### src/rtl/ad7606_pkg.sv
// ad7606_pkg: state encoding, channel geometry and tick-derivation helpers
// shared by the AD7606 emulator. Revision 1.0.
`default_nettype none

package ad7606_pkg;

  localparam int NUM_CH      = 8;
  localparam int WORD_W      = 16;
  localparam int IDX_W       = $clog2(NUM_CH) + 1;
  localparam int MS_PER_S    = 1_000;
  localparam int POWER_ON_MS = 30;

  typedef enum logic [2:0] {
    OFF     = 3'd0,
    POWERUP = 3'd1,
    IDLE    = 3'd2,
    CONVERT = 3'd3,
    READ    = 3'd4
  } state_t;

  // One spare bit so a counter never wraps before its terminal count.
  function automatic int ticks_w(input int ticks);
    return $clog2(ticks) + 1;
  endfunction

endpackage

`default_nettype wire

### src/rtl/ad7606_edge_det.sv
// ad7606_edge_det: registered rise/fall detector comparing a strobe with its
// value from the previous cycle. Revision 1.0.
`default_nettype none

module ad7606_edge_det #(
  parameter logic INIT = 1'b0
) (
  input  logic clk,
  input  logic rst,
  input  logic sig,
  output logic rise,
  output logic fall
);

  logic prev;

  always_ff @(posedge clk) begin
    if (rst) prev <= INIT;
    else     prev <= sig;
  end

  assign rise = sig & ~prev;
  assign fall = ~sig & prev;

endmodule

`default_nettype wire

### src/rtl/ad7606_emulator.sv
// ad7606_emulator: behavioural model of the AD7606 parallel-interface ADC
// (power-up delay, BUSY-timed conversion, eight-word RD_N readout). Revision 1.0.
`default_nettype none

module ad7606_emulator
  import ad7606_pkg::*;
#(
  parameter int CLK_FREQUENCY  = 30_000_000,
  parameter int POWER_ON_TICKS = CLK_FREQUENCY / MS_PER_S * POWER_ON_MS,
  parameter int CONV_TICKS     = 120
) (
  input  logic         clk,
  input  logic         rst,
  input  logic         power,
  input  logic         dev_reset,
  input  logic         convst,
  input  logic         cs_n,
  input  logic         rd_n,
  input  logic [127:0] ch_sample,
  output logic         busy,
  output logic         frstdata,
  output logic [15:0]  db,
  output logic         db_oe
);

  localparam int PWR_W  = ticks_w(POWER_ON_TICKS);
  localparam int CONV_W = ticks_w(CONV_TICKS);

  state_t                         state, state_nx;
  logic [PWR_W-1:0]               pwr_cnt;
  logic [CONV_W-1:0]              conv_cnt;
  logic [IDX_W-1:0]               idx;
  logic [NUM_CH-1:0][WORD_W-1:0]  data;

  logic convst_rise, rd_rise;
  logic convst_fall_unused, rd_fall_unused;
  logic active, clear, start, read_ok, advance;

  ad7606_edge_det #(.INIT(1'b0)) u_convst_edge (
    .clk  (clk),
    .rst  (rst),
    .sig  (convst),
    .rise (convst_rise),
    .fall (convst_fall_unused)
  );

  ad7606_edge_det #(.INIT(1'b1)) u_rd_edge (
    .clk  (clk),
    .rst  (rst),
    .sig  (rd_n),
    .rise (rd_rise),
    .fall (rd_fall_unused)
  );

  // Priority: supply loss, then dev_reset, then a new conversion, then reads.
  assign active  = power && (state == IDLE || state == CONVERT || state == READ);
  assign clear   = active && dev_reset;
  assign start   = power && !dev_reset && convst_rise && (state == IDLE || state == READ);
  assign read_ok = power && !dev_reset && !convst_rise && (state == READ) &&
                   !cs_n && !rd_n && (idx < IDX_W'(NUM_CH));
  assign advance = power && !dev_reset && !convst_rise && (state == READ) &&
                   !cs_n && rd_rise && (idx < IDX_W'(NUM_CH));

  always_comb begin
    state_nx = state;
    if (!power) begin
      state_nx = OFF;
    end else begin
      case (state)
        OFF:     state_nx = POWERUP;
        POWERUP: if (pwr_cnt == PWR_W'(POWER_ON_TICKS - 1)) state_nx = IDLE;
        IDLE,
        READ:    begin
          if (dev_reset)        state_nx = IDLE;
          else if (convst_rise) state_nx = CONVERT;
        end
        CONVERT: begin
          if (dev_reset)                                   state_nx = IDLE;
          else if (conv_cnt == CONV_W'(CONV_TICKS - 1))   state_nx = READ;
        end
        default: state_nx = OFF;
      endcase
    end
  end

  always_ff @(posedge clk) begin
    if (rst) begin
      state    <= OFF;
      pwr_cnt  <= '0;
      conv_cnt <= '0;
      idx      <= '0;
      data     <= '0;
      db       <= '0;
      db_oe    <= 1'b0;
      frstdata <= 1'b0;
    end else begin
      state    <= state_nx;
      pwr_cnt  <= (state == POWERUP && state_nx == POWERUP) ? pwr_cnt + PWR_W'(1) : '0;
      conv_cnt <= (state == CONVERT && state_nx == CONVERT) ? conv_cnt + CONV_W'(1) : '0;

      if (clear) begin
        idx  <= '0;
        data <= '0;
      end else if (start) begin
        idx  <= '0;
        data <= ch_sample;
      end else if (advance) begin
        idx  <= idx + IDX_W'(1);
      end

      db_oe    <= read_ok;
      frstdata <= read_ok && (idx == '0);
      db       <= read_ok ? data[idx[IDX_W-2:0]] : '0;
    end
  end

  assign busy = (state == CONVERT);

endmodule

`default_nettype wire

### config.mk
export PLATFORM = sky130hd
export DESIGN_NAME = ad7606_emulator
export DESIGN_NICKNAME = d
export VERILOG_FILES = /design/src/rtl/ad7606_pkg.sv /design/src/rtl/ad7606_edge_det.sv /design/src/rtl/ad7606_emulator.sv
export SDC_FILE = /design/constraint.sdc
export NUM_CORES = 1
export LEC_CHECK = 0
export CORE_MARGIN = 5
export CORE_UTILIZATION = 33
export CTS_CLUSTER_SIZE = 25
export DETAILED_ROUTE_END_ITERATION = 7
export HOLD_SLACK_MARGIN = 0.1
export PLACE_DENSITY = 0.65
export SETUP_SLACK_MARGIN = 0.02
export SLEW_MARGIN = 15
export SYNTH_ARGS = -nofsm -noshare
export SYNTH_HDL_FRONTEND = slang
export SYNTH_SLANG_ARGS = --single-unit
### constraint.sdc
create_clock -name clk -period 2.6 [get_ports clk]
set_input_delay 0.39 -clock clk [delete_from_list [all_inputs] [get_ports clk]]
set_output_delay 0.39 -clock clk [all_outputs]
set_load 0.1 [all_outputs]
==> reports/metrics.yaml, run 1 <==
clkTransAtPathRegs_ns: 0.07
cts_max_path_buffers: 2
drc: 0
fp.coreArea_um2: 22600
max_freq_mhz: 500
antenna_found_initial: 2
path_cells: "or4b_1 > nor4_1 > a31o_2 > nor2_1"
grt_pass1_wl_um: 32000
finalHoldViolCount: 0
setup.worst_path.class: "flop to flop"
cts_resized: 0
row_count: 55
combPwrFrac_pct: 4.7
yosysWarnings: 0
status: "complete, no violations"
rsz0062_at_grt: "false"
crit_family: "simple AND/OR/NAND/NOR gates"
required_ns: 2.89
tightest_slew_ns: 0.470
numPortBuffers: 153
dpl.hpwl_um: 14200
cts-root-buf: "clkbuf_16"
drt_first_pass_iters: 4
tritoncts: "done"
syn_nets: 1004
critPathLaunchType: "flop"
grt_usage_pct: 15.4
synth_seq_area_share_pct: 48.6
seqPwrFrac_pct: 47.5
place_congestion: 0.828
fp.dieW_um: 162
ir_drop_v: 0.000353
intPower_mw: 4.73
grt_max_degree: 76
synth_edf_count: 0
synthFlopType: "dfxtp_1"
cap_viol_max_count: 0
stdcell_count: 1288
insertion_delay_ns: 0.42
slowest_delay_ns: 0.53
htree_levels: 4
ys_types: 49
grt_overflow_total: 0
utilization_pct: 44.2
tns_ns: 0
cp-end-kind: "flop"
cp.arrival_ns: 2.29
viasPerCell: 4.86
synth-async-reset-ratio_pct: 0
wl_per_cell_um: 15.7
switching_share_pct: 20.4
cts.sinks: 184
slew_headroom_pct: 68.4
initial_core_util_pct: 33.5
drive_above_1_share_pct: 11.0
report.final.slew_viol_count: 0
ant_nets: 0
hold_buffers: 0
crit_slowest_cell: "a31o_2"
syn_area_per_cell_um2: 8.77
syn_area_um2: 7580
yosys_register_bits: 184
dieArea_um2: 26100
layout.nets: 1128
drt-total-wl_um: 20200
placedCellCount: 1255
switchingPower_mw: 1.21
period_needed_ns: 2.00
ios: 154
finClkSkew_ns: 0.0109
clkPwrFrac_pct: 47.8
powerDensity_nw_per_um2: 594
die_h_um: 162
hold_path.class: "flop to flop"
setup_violations: 0
drtIter0Drc: 389
p_leak_nw: 3.21
grt_pass1_vias: 6038
syn_inst: 865
worst-path-max-fanout: 21
period_share_pct: 76.9
dr_total_vias: 6260
final.fill_count: 2221
path_buf_inv: 0
post_cts_buffers: 0
area_growth_pct: 31.9
numCtsBuffers: 17
-- routing by layer --
layer  wire length (µm)  GRT usage, %  vias to the layer above
met5                  0             0                        -
met4                268          4.58                        0
met3                973          3.47                       12
met2               9890          25.2                      134
met1               9090          20.3                     2950
li1                   -             -                     3164
-- power by group through the flow --
stage	Combinational, mW	Clock [mW]	Sequential, mW
CTS	0.285	2.89	2.82
global placement	0.286	0	2.89
floorplan	0.0494	0	2.89
global route	0.300	3.02	2.82
detailed placement	0.283	0	2.89
finish	0.282	2.84	2.82
-- logic make-up after synthesis --
| group | after synthesis | synth area share (%) |
|---|---|---|
| xor+xnor | 21 | 2.42 |
| mux | 49 | 11.7 |
| flops | 184 | 48.6 |
| fa+ha+maj | 4 | 0.660 |
| simple gates | 376 | 21.2 |
| buf+inv | 76 | 4.52 |
| compound gates | 155 | 10.9 |
-- stage by stage --
stage / hold WS, ns / total power, mW / area, µm² / setup slack, ns
floorplan: 0.418 / 2.93 / 7580 / 0.801
global placement: 0.434 / 3.17 / 9360 / 0.437
detailed placement: 0.444 / 3.17 / 9360 / 0.416
CTS: 0.453 / 6.00 / 10000 / 0.599
global route: 0.471 / 6.14 / 10000 / 0.506
finish: 0.449 / 5.94 / 10000 / 0.601
-- cells in the mapped netlist, types with 3 or more instances --
cell	n	area share [%]
nand2b_1	4	0.33
nor4_1	5	0.41
xnor2_1	18	2.1
o31ai_1	4	0.40
or3_1	5	0.41
xor2_1	3	0.35
o21ai_0	4	0.26
nand2_1	266	13
a21oi_1	135	8.9
or4_1	3	0.30
nor2b_1	3	0.25
dfxtp_1	184	49
nor2_1	49	2.4
nand4_1	7	0.58
mux2i_1	17	2.2
mux4_2	32	9.5
nor3_1	8	0.53
nand3_1	7	0.46
clkbuf_1	25	1.2
ha_1	4	0.66
buf_2	32	2.1
nor3b_1	3	0.30
inv_1	14	0.69
-- flip-flops by register name (all words and copies together) (netlist names) --
signal and cells:
conv_cnt 8, frstdata 1, u_rd_edge.prev 1, db 16
idx 4, db_oe 1, pwr_cnt 21, data 128
state 3, u_convst_edge.prev 1
-- worst register-to-register path: stages, from the launching register on --
cell     delay (ns)
dfxtp_1        0.35
or4b_1         0.50
nor4_1         0.37
a31o_2         0.53
nor2_1         0.11
-- final timing paths --
| path | from | end | slack [ns] | cells past startpoint |
|---|---|---|---|---|
| worst max register to register | pwr_cnt[5]$_SDFF_PP0_ | pwr_cnt[5]$_SDFF_PP0_ | 0.60 | 4 |
| worst min register to register | data[105]$_SDFFE_PP0P_ | data[105]$_SDFFE_PP0P_ | 0.45 | 2 |
| worst min-delay path | data[105]$_SDFFE_PP0P_ | data[105]$_SDFFE_PP0P_ | 0.45 | 2 |
| worst max-delay path | pwr_cnt[5]$_SDFF_PP0_ | pwr_cnt[5]$_SDFF_PP0_ | 0.60 | 4 |
-- cells in the final DEF, fill, tap and decap left out, types with 2 or more instances in the layout --
| cell type | Yosys | layout |
|---|---|---|
| nand2b_1 | 4 | 4 |
| clkdlybuf4s50_1 | 0 | 134 |
| xnor2_1 | 18 | 18 |
| o31ai_1 | 4 | 4 |
| nor3_1 | 8 | 8 |
| dfxtp_2 | 0 | 2 |
| nor3b_1 | 3 | 3 |
| ha_1 | 4 | 4 |
| clkinv_4 | 0 | 2 |
| nor2_1 | 49 | 49 |
| nand2_1 | 266 | 266 |
| clkbuf_16 | 0 | 17 |
| or2_2 | 2 | 2 |
| o21ai_0 | 4 | 4 |
| or4_1 | 3 | 3 |
| buf_4 | 0 | 25 |
| nor2b_1 | 3 | 3 |
| dfxtp_1 | 184 | 182 |
| inv_6 | 0 | 4 |
| diode_2 | 0 | 2 |
| nand3_1 | 7 | 7 |
| buf_12 | 0 | 8 |
| mux2i_1 | 17 | 17 |
| xor2_1 | 3 | 3 |
| nand3_2 | 2 | 2 |
| and3b_1 | 2 | 2 |
| a21oi_1 | 135 | 135 |
| nor4_1 | 5 | 5 |
| o211ai_1 | 2 | 2 |
| inv_1 | 14 | 14 |
| nand4_1 | 7 | 7 |
| bufinv_16 | 0 | 5 |
| mux4_2 | 32 | 32 |
| or3_1 | 5 | 5 |
-- area by class of cell --
| type | count | area [µm²] | share of cell area (%) |
|---|---|---|---|
| diodes | 2 | 5.00 | 0.0500 |
| clock buffers | 18 | 429 | 4.29 |
| clock inverters | 13 | 215 | 2.15 |
| inverters | 14 | 52.6 | 0.525 |
| multi-input cells | 605 | 3570 | 35.7 |
| flip-flops and latches | 184 | 3690 | 36.8 |
| well taps | 285 | 357 | 3.56 |
| repair buffers | 167 | 1690 | 16.9 |
Power figures use the tool's default switching activity.
==> run 2, diff against run 1 <==
Settings changed: PLACE_DENSITY 0.65 to 0.67.
Clock period 2.6 ns to 1.7 ns, I/O delays scaled along.
==> reports/metrics.yaml, run 2 (synthesis gave the netlist of run 1 again) <==
status: "complete, but fails checks"
violations: "negative setup slack"
ios: 154  # unchanged
place_congestion: 0.824  # -0.48%
path_buf_inv: 2  # +2
intPower_mw: 6.94  # +47%
design_area_um2: 10800  # +8.4%
drive_above_1_share_pct: 17.8  # +6.8 points
die_h_um: 162  # unchanged
switching_share_pct: 21.4  # +0.99 points
finalHoldViolCount: 0  # unchanged
slowest_delay_ns: 0.53  # about the same
largest_reg_flops: 128  # unchanged
antenna_cells: 0  # -2
p_leak_nw: 3.53  # +10%
stdcell_count: 1327  # +3.0%
dr_total_vias: 6488  # +3.6%
tightest_slew_ns: 0.445  # -0.0252 ns
grt_pass1_wl_um: 33200  # +3.8%
dieArea_um2: 26100  # unchanged
area_growth_pct: 42.9
grt_pass1_vias: 6399  # +6.0%
initial_core_util_pct: 33.5  # unchanged
critPathLaunchType: "flop"
required_ns: 2.02  # -0.87 ns
crit_slowest_cell: "or4b_4"
cp-end-kind: "flop"
drt-total-wl_um: 21200  # +4.8%
ant_nets: 0  # unchanged
cts_max_path_buffers: 2  # unchanged
viasPerCell: 4.89  # +0.60%
top_register: "data"
finClkSkew_ns: 0.00838  # -0.00256 ns
placedCellCount: 1291  # +2.9%
drtIter0Drc: 337  # -13%
clkTransAtPathRegs_ns: 0.07  # about the same
multiInputGateArea_um2: 3700  # +3.6%
ir_drop_v: 0.000469  # +33%
grt_usage_pct: 16.0  # +0.67 points
layout_commonest_cell: "nand2_1"
final_cell_mix: "nand2_1, dfxtp_1, clkdlybuf4s50_1"
placed_cell_area_um2: 10000  # +7.3%
rsz0062_at_grt: "true"
p_total_mw: 8.83  # +49%
cts.sinks: 184  # unchanged
cap_viol_max_count: 0  # unchanged
wl_per_cell_um: 16.0  # +1.7%
holdWs_ns: 0.367  # -0.0825 ns
tritoncts: "done"
regArea_um2: 3700  # +0.51%
layout_setup_ws_ns: -0.0206  # -0.622 ns
hold_buffers: 0  # unchanged
numPortBuffers: 153  # unchanged
switchingPower_mw: 1.89  # +56%
grt_max_degree: 38  # -50%
hold_path.class: "input pin to flop"
post-place-ws_ns: -0.235  # -0.651 ns
slew_headroom_pct: 70.1  # +1.7 points
layout.nets: 1168  # +3.5%
cp.arrival_ns: 2.04  # -0.25 ns
cts-root-buf: "clkbuf_16"
setup.worst_path.class: "flop to flop"
numCtsBuffers: 17  # unchanged
drt_first_pass_iters: 4  # unchanged
clkPwrFrac_pct: 45.7  # -2.1 points
rrSetupSlack_ns: -0.02  # -0.62 ns
final.fill_count: 2066  # -7.0%
dpl.hpwl_um: 15400  # +8.0%
tns_ns: -0.132  # -0.132 ns
period_share_pct: 101  # +24 points
fp.dieW_um: 162  # unchanged
utilization_pct: 47.9  # +3.7 points
fp.coreArea_um2: 22600  # unchanged
max_freq_mhz: 581  # +16%
seqPwrFrac_pct: 48.8  # +1.3 points
combPwrFrac_pct: 5.4  # +0.7 points
period_needed_ns: 1.72  # -0.278 ns
reg_top3: "data x128, pwr_cnt x21, db x16"
powerDensity_nw_per_um2: 815  # +37%
insertion_delay_ns: 0.43  # about the same
crit_family: "simple AND/OR/NAND/NOR gates"
setup_violations: 12  # +12
report.final.slew_viol_count: 0  # unchanged
drc: 0  # unchanged
path_cells: "or4b_4 > nor4_2 > buf_4 > a31o_4 > clkbuf_16 > nor2_1"
worst-path-max-fanout: 8  # -62%
grt_overflow_total: 0  # unchanged
htree_levels: 4  # unchanged
antenna_found_initial: 0  # -2
row_count: 55  # unchanged
==> run 2: cell types whose count changed in the layout (fill, tap and decap cells not counted), moves of 4 or more <==
cell	previous run	this run
nor2_1	49	38
nor2_4	0	4
nor2_2	0	7
a21oi_2	1	6
buf_12	8	39
a21oi_1	135	130
clkinv_4	2	6
dfxtp_2	2	8
dfxtp_1	182	173
buf_4	25	30
==> run 2: worst paths after layout <==
path | startpoint | cells after the start | end
setup reg to reg | pwr_cnt[6]$_SDFF_PP0_ | 6 | pwr_cnt[2]$_SDFF_PP0_
hold reg to reg | pwr_cnt[0]$_SDFF_PP0_ | 1 | pwr_cnt[0]$_SDFF_PP0_
setup / recovery | pwr_cnt[6]$_SDFF_PP0_ | 6 | pwr_cnt[2]$_SDFF_PP0_
hold / removal | ch_sample[10] | 3 | data[10]$_SDFFE_PP0P_
==> run 2: timing repair <==
item,CTS,global route
hold endpoints to repair,0,0
gates resized for setup,4,37
setup endpoints to repair,22,140
buffers inserted,0,2
pin swaps,0,7
gates cloned,0,2
==> run 2: area by class of cell <==
class                      count  area share (%)
clock buffer                  20            4.30
timing repair buffer         207            22.3
clock inverter                12            1.29
inverter                      14           0.485
sequential                   184            34.2
multi-input combinational    605            34.1
tap                          285            3.29
==> run 2: power by group through the flow <==
stage	Combinational, mW	Sequential (mW)	Clock (mW)
floorplan	0.0757	4.41	0
global placement	0.473	4.42	0
detailed placement	0.468	4.42	0
CTS	0.472	4.32	4.13
global route	0.505	4.31	4.28
finish	0.480	4.31	4.04
==> run 2: worst min-delay path, cell delays in order <==
cell	delay, ns
clkdlybuf4s50_1	0.39
nand2_1	0.05
a21oi_1	0.05
==> run 2: layer usage <==
metal	wire [µm]	share of wire, %	vias up	GRT usage, %
li1	-	-	3253	-
met1	8910	42	3051	19.6
met2	10700	51	156	27.4
met3	1090	5.1	28	4.03
met4	459	2.2	0	5.58
met5	0	0	-	0
